$ cat src/rtl/bcd_key_entry.sv
// Debounced 10-key BCD keypad front end with a shifting multi-digit entry register.
// One key press yields one KEY_VLD pulse; debounced multi-key chords yield one ERR pulse instead.
module bcd_key_entry #(
    parameter int DIGITS    = 4,
    parameter int DB_CYCLES = 4
) (
    input  logic                         CLK,
    input  logic                         RST_N,
    input  logic [9:0]                   D,
    input  logic                         CLR,
    output logic [3:0]                   KEY_BIN,
    output logic                         KEY_VLD,
    output logic                         CHK,
    output logic                         ERR,
    output logic [4*DIGITS-1:0]          VAL,
    output logic [$clog2(DIGITS+1)-1:0]  CNT,
    output logic                         FULL
);

    localparam int VW = 4 * DIGITS;
    localparam int CW = $clog2(DIGITS + 1);
    localparam logic [CW-1:0] CNT_MAX = CW'(DIGITS);
    localparam logic [CW-1:0] CNT_ONE = CW'(1);
    localparam logic [7:0]    DB_LAST = 8'(DB_CYCLES);

    typedef enum logic [1:0] {
        IDLE     = 2'd0,
        DEBOUNCE = 2'd1,
        HELD     = 2'd2,
        RELEASE  = 2'd3
    } state_t;

    state_t      state_r;
    logic [9:0]  smp_r;
    logic [7:0]  db_cnt_r;

    logic        accept_s;
    logic        key_ok_s;
    logic [3:0]  key_s;
    logic        offer_s;

    function automatic logic is_one_hot(input logic [9:0] v);
        return (v != 10'd0) && ((v & (v - 10'd1)) == 10'd0);
    endfunction

    function automatic logic [3:0] encode_key(input logic [9:0] v);
        logic [3:0] k;
        k = 4'd0;
        for (int i = 0; i < 10; i++) begin
            if (v[i]) begin
                k = 4'(i);
            end
        end
        return k;
    endfunction

    // Acceptance edge detection; when accepting, D equals the captured sample so D is decoded directly.
    always_comb begin
        accept_s = 1'b0;
        case (state_r)
            IDLE:     accept_s = (D != 10'd0) && (DB_LAST == 8'd1);
            DEBOUNCE: accept_s = (D == smp_r) && ((db_cnt_r + 8'd1) == DB_LAST);
            default:  accept_s = 1'b0;
        endcase
        key_ok_s = is_one_hot(D);
        key_s    = encode_key(D);
        offer_s  = accept_s && key_ok_s;
    end

    // Debounce FSM with registered key code, pulses and held indication.
    always_ff @(posedge CLK or negedge RST_N) begin
        if (!RST_N) begin
            state_r  <= IDLE;
            smp_r    <= 10'd0;
            db_cnt_r <= 8'd0;
            KEY_BIN  <= 4'd0;
            KEY_VLD  <= 1'b0;
            ERR      <= 1'b0;
            CHK      <= 1'b0;
        end else begin
            KEY_VLD <= 1'b0;
            ERR     <= 1'b0;
            if (accept_s) begin
                if (key_ok_s) begin
                    KEY_BIN <= key_s;
                    KEY_VLD <= 1'b1;
                end else begin
                    ERR <= 1'b1;
                end
            end
            case (state_r)
                IDLE: begin
                    if (D != 10'd0) begin
                        smp_r <= D;
                        if (accept_s) begin
                            state_r  <= HELD;
                            db_cnt_r <= 8'd0;
                            CHK      <= 1'b1;
                        end else begin
                            state_r  <= DEBOUNCE;
                            db_cnt_r <= 8'd1;
                        end
                    end
                end
                DEBOUNCE: begin
                    if (D != smp_r) begin
                        state_r  <= IDLE;
                        db_cnt_r <= 8'd0;
                    end else if (accept_s) begin
                        state_r  <= HELD;
                        db_cnt_r <= 8'd0;
                        CHK      <= 1'b1;
                    end else begin
                        db_cnt_r <= db_cnt_r + 8'd1;
                    end
                end
                HELD: begin
                    if (D == 10'd0) begin
                        // The entry edge already counts as the first release sample.
                        if (DB_LAST == 8'd1) begin
                            state_r  <= IDLE;
                            db_cnt_r <= 8'd0;
                            CHK      <= 1'b0;
                        end else begin
                            state_r  <= RELEASE;
                            db_cnt_r <= 8'd1;
                        end
                    end
                end
                RELEASE: begin
                    if (D != 10'd0) begin
                        state_r  <= HELD;
                        db_cnt_r <= 8'd0;
                    end else if ((db_cnt_r + 8'd1) == DB_LAST) begin
                        state_r  <= IDLE;
                        db_cnt_r <= 8'd0;
                        CHK      <= 1'b0;
                    end else begin
                        db_cnt_r <= db_cnt_r + 8'd1;
                    end
                end
                default: begin
                    state_r  <= IDLE;
                    db_cnt_r <= 8'd0;
                    CHK      <= 1'b0;
                end
            endcase
        end
    end

    // Entry register: CLR takes effect before a digit offered on the same edge.
    always_ff @(posedge CLK or negedge RST_N) begin
        if (!RST_N) begin
            VAL  <= '0;
            CNT  <= '0;
            FULL <= 1'b0;
        end else if (offer_s && CLR) begin
            VAL  <= VW'(key_s);
            CNT  <= CNT_ONE;
            FULL <= (CNT_MAX == CNT_ONE);
        end else if (offer_s && !FULL) begin
            VAL  <= (VAL << 3'd4) | VW'(key_s);
            CNT  <= CNT + CNT_ONE;
            FULL <= ((CNT + CNT_ONE) == CNT_MAX);
        end else if (CLR) begin
            VAL  <= '0;
            CNT  <= '0;
            FULL <= 1'b0;
        end else begin
            VAL  <= VAL;
            CNT  <= CNT;
            FULL <= FULL;
        end
    end

endmodule

$ cat config.mk
export PLATFORM = sky130hd
export DESIGN_NAME = bcd_key_entry
export DESIGN_NICKNAME = d
export VERILOG_FILES = /design/src/rtl/bcd_key_entry.sv
export SDC_FILE = /design/constraint.sdc
export NUM_CORES = 1
export LEC_CHECK = 0
export CORE_ASPECT_RATIO = 0.75
export CORE_MARGIN = 4
export CORE_UTILIZATION = 48
export CTS_CLUSTER_SIZE = 10
export DETAILED_ROUTE_END_ITERATION = 8
export GPL_TIMING_DRIVEN = 0
export PLACE_DENSITY = 0.82
export RECOVER_POWER = 50
export SLEW_MARGIN = 20
export SYNTH_ARGS = -nofsm -noshare
export SYNTH_HDL_FRONTEND = slang
export SYNTH_SLANG_ARGS = --single-unit
$ cat constraint.sdc
create_clock -name CLK -period 2.1 [get_ports CLK]
set_input_delay 0.42 -clock CLK [delete_from_list [all_inputs] [get_ports CLK]]
set_output_delay 0.42 -clock CLK [all_outputs]
set_load 0.02 [all_outputs]
==> out/metrics.csv <==
metric;value;unit
status;complete, no violations;
fin crit share;0.970;
RSZ-0062 raised after global routing;yes;
CTS Sinks;47;
Critical R2R Launch;db_cnt_r[0];
EDFF count, synth;0;
Max VDD drop;375;uV
share of cells above drive strength 1;0.169;
Die Footprint;6350;um^2
dominant synthesized flop cell;dfrtp_1;
YS warnings;0;
CTS Hold Bufs;0;
Port Buffers;33;
setup violators final;0;
TritonCTS Buffers;5;
critical path class;flop to flop;
CP startpoint;db_cnt_r[0];
final WL;5.21;mm
placer congestion estimate;0.835;
WP data required;2.27;ns
syn_area_per_cell;10.7;um^2
initial antenna violation count;0;
total gr overflow;0;
r2r setup slk;0.06;ns
CTS root buf;clkbuf_8;
Min Clock Period, post-route;2.04;ns
Crit Reg-Reg Endpoint;VAL[11];
leakage power;1.47;nW
Pre-antenna DRT Iters;4;
CP arrival;2.21;ns
FP Rows;22;
vias per cell;5.52;
clk slew on worst S/H paths;0.09;ns
CP Capture Type;flop;
max-cap viol count;0;
CTS tree;done;
most frequent cells after synthesis;dfrtp_1, nor2_1, xnor2_1, nand2_1, mux2i_1;
H-tree depth;2;
GRT Overall Usage;0.167;
max frequency;491;MHz
Critical Path End;VAL[11];
total number of vias;1866;
die height;70.0;um
chip width;90.7;um
Seq/Total Area, Yosys;0.478;
top cells by area, synth;dfrtp_1, xnor2_1, mux2i_1;
post-layout net count;294;
Clock Skew;0.00523;ns
area leader, netlist;dfrtp_1;
Worst Setup Start Kind;flop;
final design utilization;0.621;
largest net degree at the start of global routing;33;
Synth Instances;231;
syn_nets;247;
Ports;40;
FF-to-FF path depth;8;
WL/cell;15.4;um
Mapped Area;2460;um^2
final hold violations;0;
maximum net fanout on the critical path;5;
Max clock buf depth;2;
Initial Utilization;0.500;
Hold Crit Class;primary input to async pin;
1st-iter DRT viols;114;
sequential share of power;0.539;
core box area;4930;um^2
NetSw;0.421;mW
combinational share of power;0.097;
Synth top area share;0.478;
n_diodes;0;
Rel. slew slack;0.459;
slew of the pin with the lowest slew margin;0.812;ns
post-synthesis async set-or-reset flop share;1.00;
DP HPWL;3.70;mm
Setup TNS Final;0;ns
P_int;1.35;mW
first-pass GRT wire length;8.71;mm
Net Sw Frac;0.238;
vias in the first global route;1806;
most common cell in the netlist;dfrtp_1;
Yosys cell types;52;
P&R area growth vs syn;24.3;%
PwrDens;578;nW/um^2
DRC Markers;0;
Clk Latency, worst-skew pair;0.30;ns
clock network power share;0.364;
final number of max-transition violations;0;
#FFs+latches synth;47;
antenna violation net count after detailed routing;0;
==> power groups by stage <==
stage               Combinational, mW  Clock, mW  Sequential (mW)
floorplan                       0.111          0            0.967
global placement                0.164          0            0.970
detailed placement              0.174          0            0.971
CTS                             0.175      0.660            0.954
global route                    0.193      0.687            0.958
finish                          0.172      0.645            0.954
==> cell type report <==
cell class	count	area [um^2]
fill	378	1870
sequential	47	1180
multi-input combinational	162	1210
timing repair buffer	40	375
clock buffer	5	68.8
tap	60	75.1
buffer	13	83.8
inverter	9	36.3
clock inverter	2	37.5
==> worst min-delay path by stage <==
stage               startpoint         end  slack (ns)  cells after the start
floorplan                RST_N         CHK        0.12                      0
global placement      smp_r[4]    smp_r[4]        0.49                      1
detailed placement       RST_N  KEY_BIN[2]        0.36                      1
CTS                      RST_N     VAL[14]        0.03                      1
global route             RST_N     VAL[14]        0.25                      1
finish                   RST_N  KEY_BIN[2]        0.18                      1
==> logic make-up (layout without fill, tap and decap cells) <==
kind of cell	after synthesis	count (layout)	share of synthesized area
muxes	23	23	0.106
buffers and inverters	22	69	0.0493
and+or+nand+nor	82	82	0.183
AOI/OAI and AO/OA	39	39	0.115
DFF	47	47	0.478
xor gates and xnor gates	14	14	0.0498
adders and majority gates	4	4	0.0193
==> cells in the final DEF (no fill, tap or decap), types with 3 or more instances in the layout <==
master,netlist,layout
nor2_1,26,25
a21oi_1,5,5
and3_1,6,6
nand2_1,13,13
nor4_4,1,3
inv_1,7,7
mux2_1,8,8
buf_4,1,6
nand3_1,10,10
dfrtp_1,47,47
nand4_1,4,4
clkbuf_8,0,5
mux2_4,4,4
clkbuf_1,3,5
mux2i_1,11,10
clkdlybuf4s50_1,0,21
xnor2_1,14,14
dlygate4sd3_1,0,7
o22ai_1,4,4
o21ai_1,9,9
a211o_1,3,3
nor3_1,7,7
buf_2,7,7
clkbuf_2,0,3
==> per-layer routing <==
metal,up-vias,GRT usage,wire (um)
met5,-,0,0
met4,0,0.0526,34
met3,5,0.0409,266
met2,42,0.259,2550
met1,896,0.232,2350
li1,923,-,-
==> critical path: stages (launching register included) <==
cell and delay, ns:
dfrtp_1 0.38, ha_2 0.21, nand2b_1 0.08, or4_4 0.43, a21oi_4 0.21, nand4b_4 0.19, clkbuf_16 0.21, mux2i_1 0.14
nor2_1 0.06
==> stage by stage <==
step	instance area (um^2)	hold slack [ns]	setup slack (ns)	power (mW)	std cells
detailed placement	2880	0.357	-0.601	1.15	325
global placement	2870	0.490	-0.673	1.13	324
finish	3060	0.182	0.0624	1.77	338
global route	3060	0.247	-0.0564	1.84	338
CTS	3030	0.0310	0.00951	1.79	335
floorplan	2460	0.124	0.0653	1.08	231
==> registers in the layout, summed over array words and instances, names as in the netlist <==
register / count
CNT: 3
KEY_BIN: 4
KEY_VLD: 1
smp_r: 10
FULL: 1
state_r: 2
db_cnt_r: 8
ERR: 1
VAL: 16
CHK: 1
==> timing repair <==
item	in CTS	in global routing
buffers inserted	3	2
gates cloned	0	1
endpoints found under the setup margin	38	21
gates resized for setup	10	10
pin swaps	1	4
No activity file was read; power rests on OpenSTA's default activity.
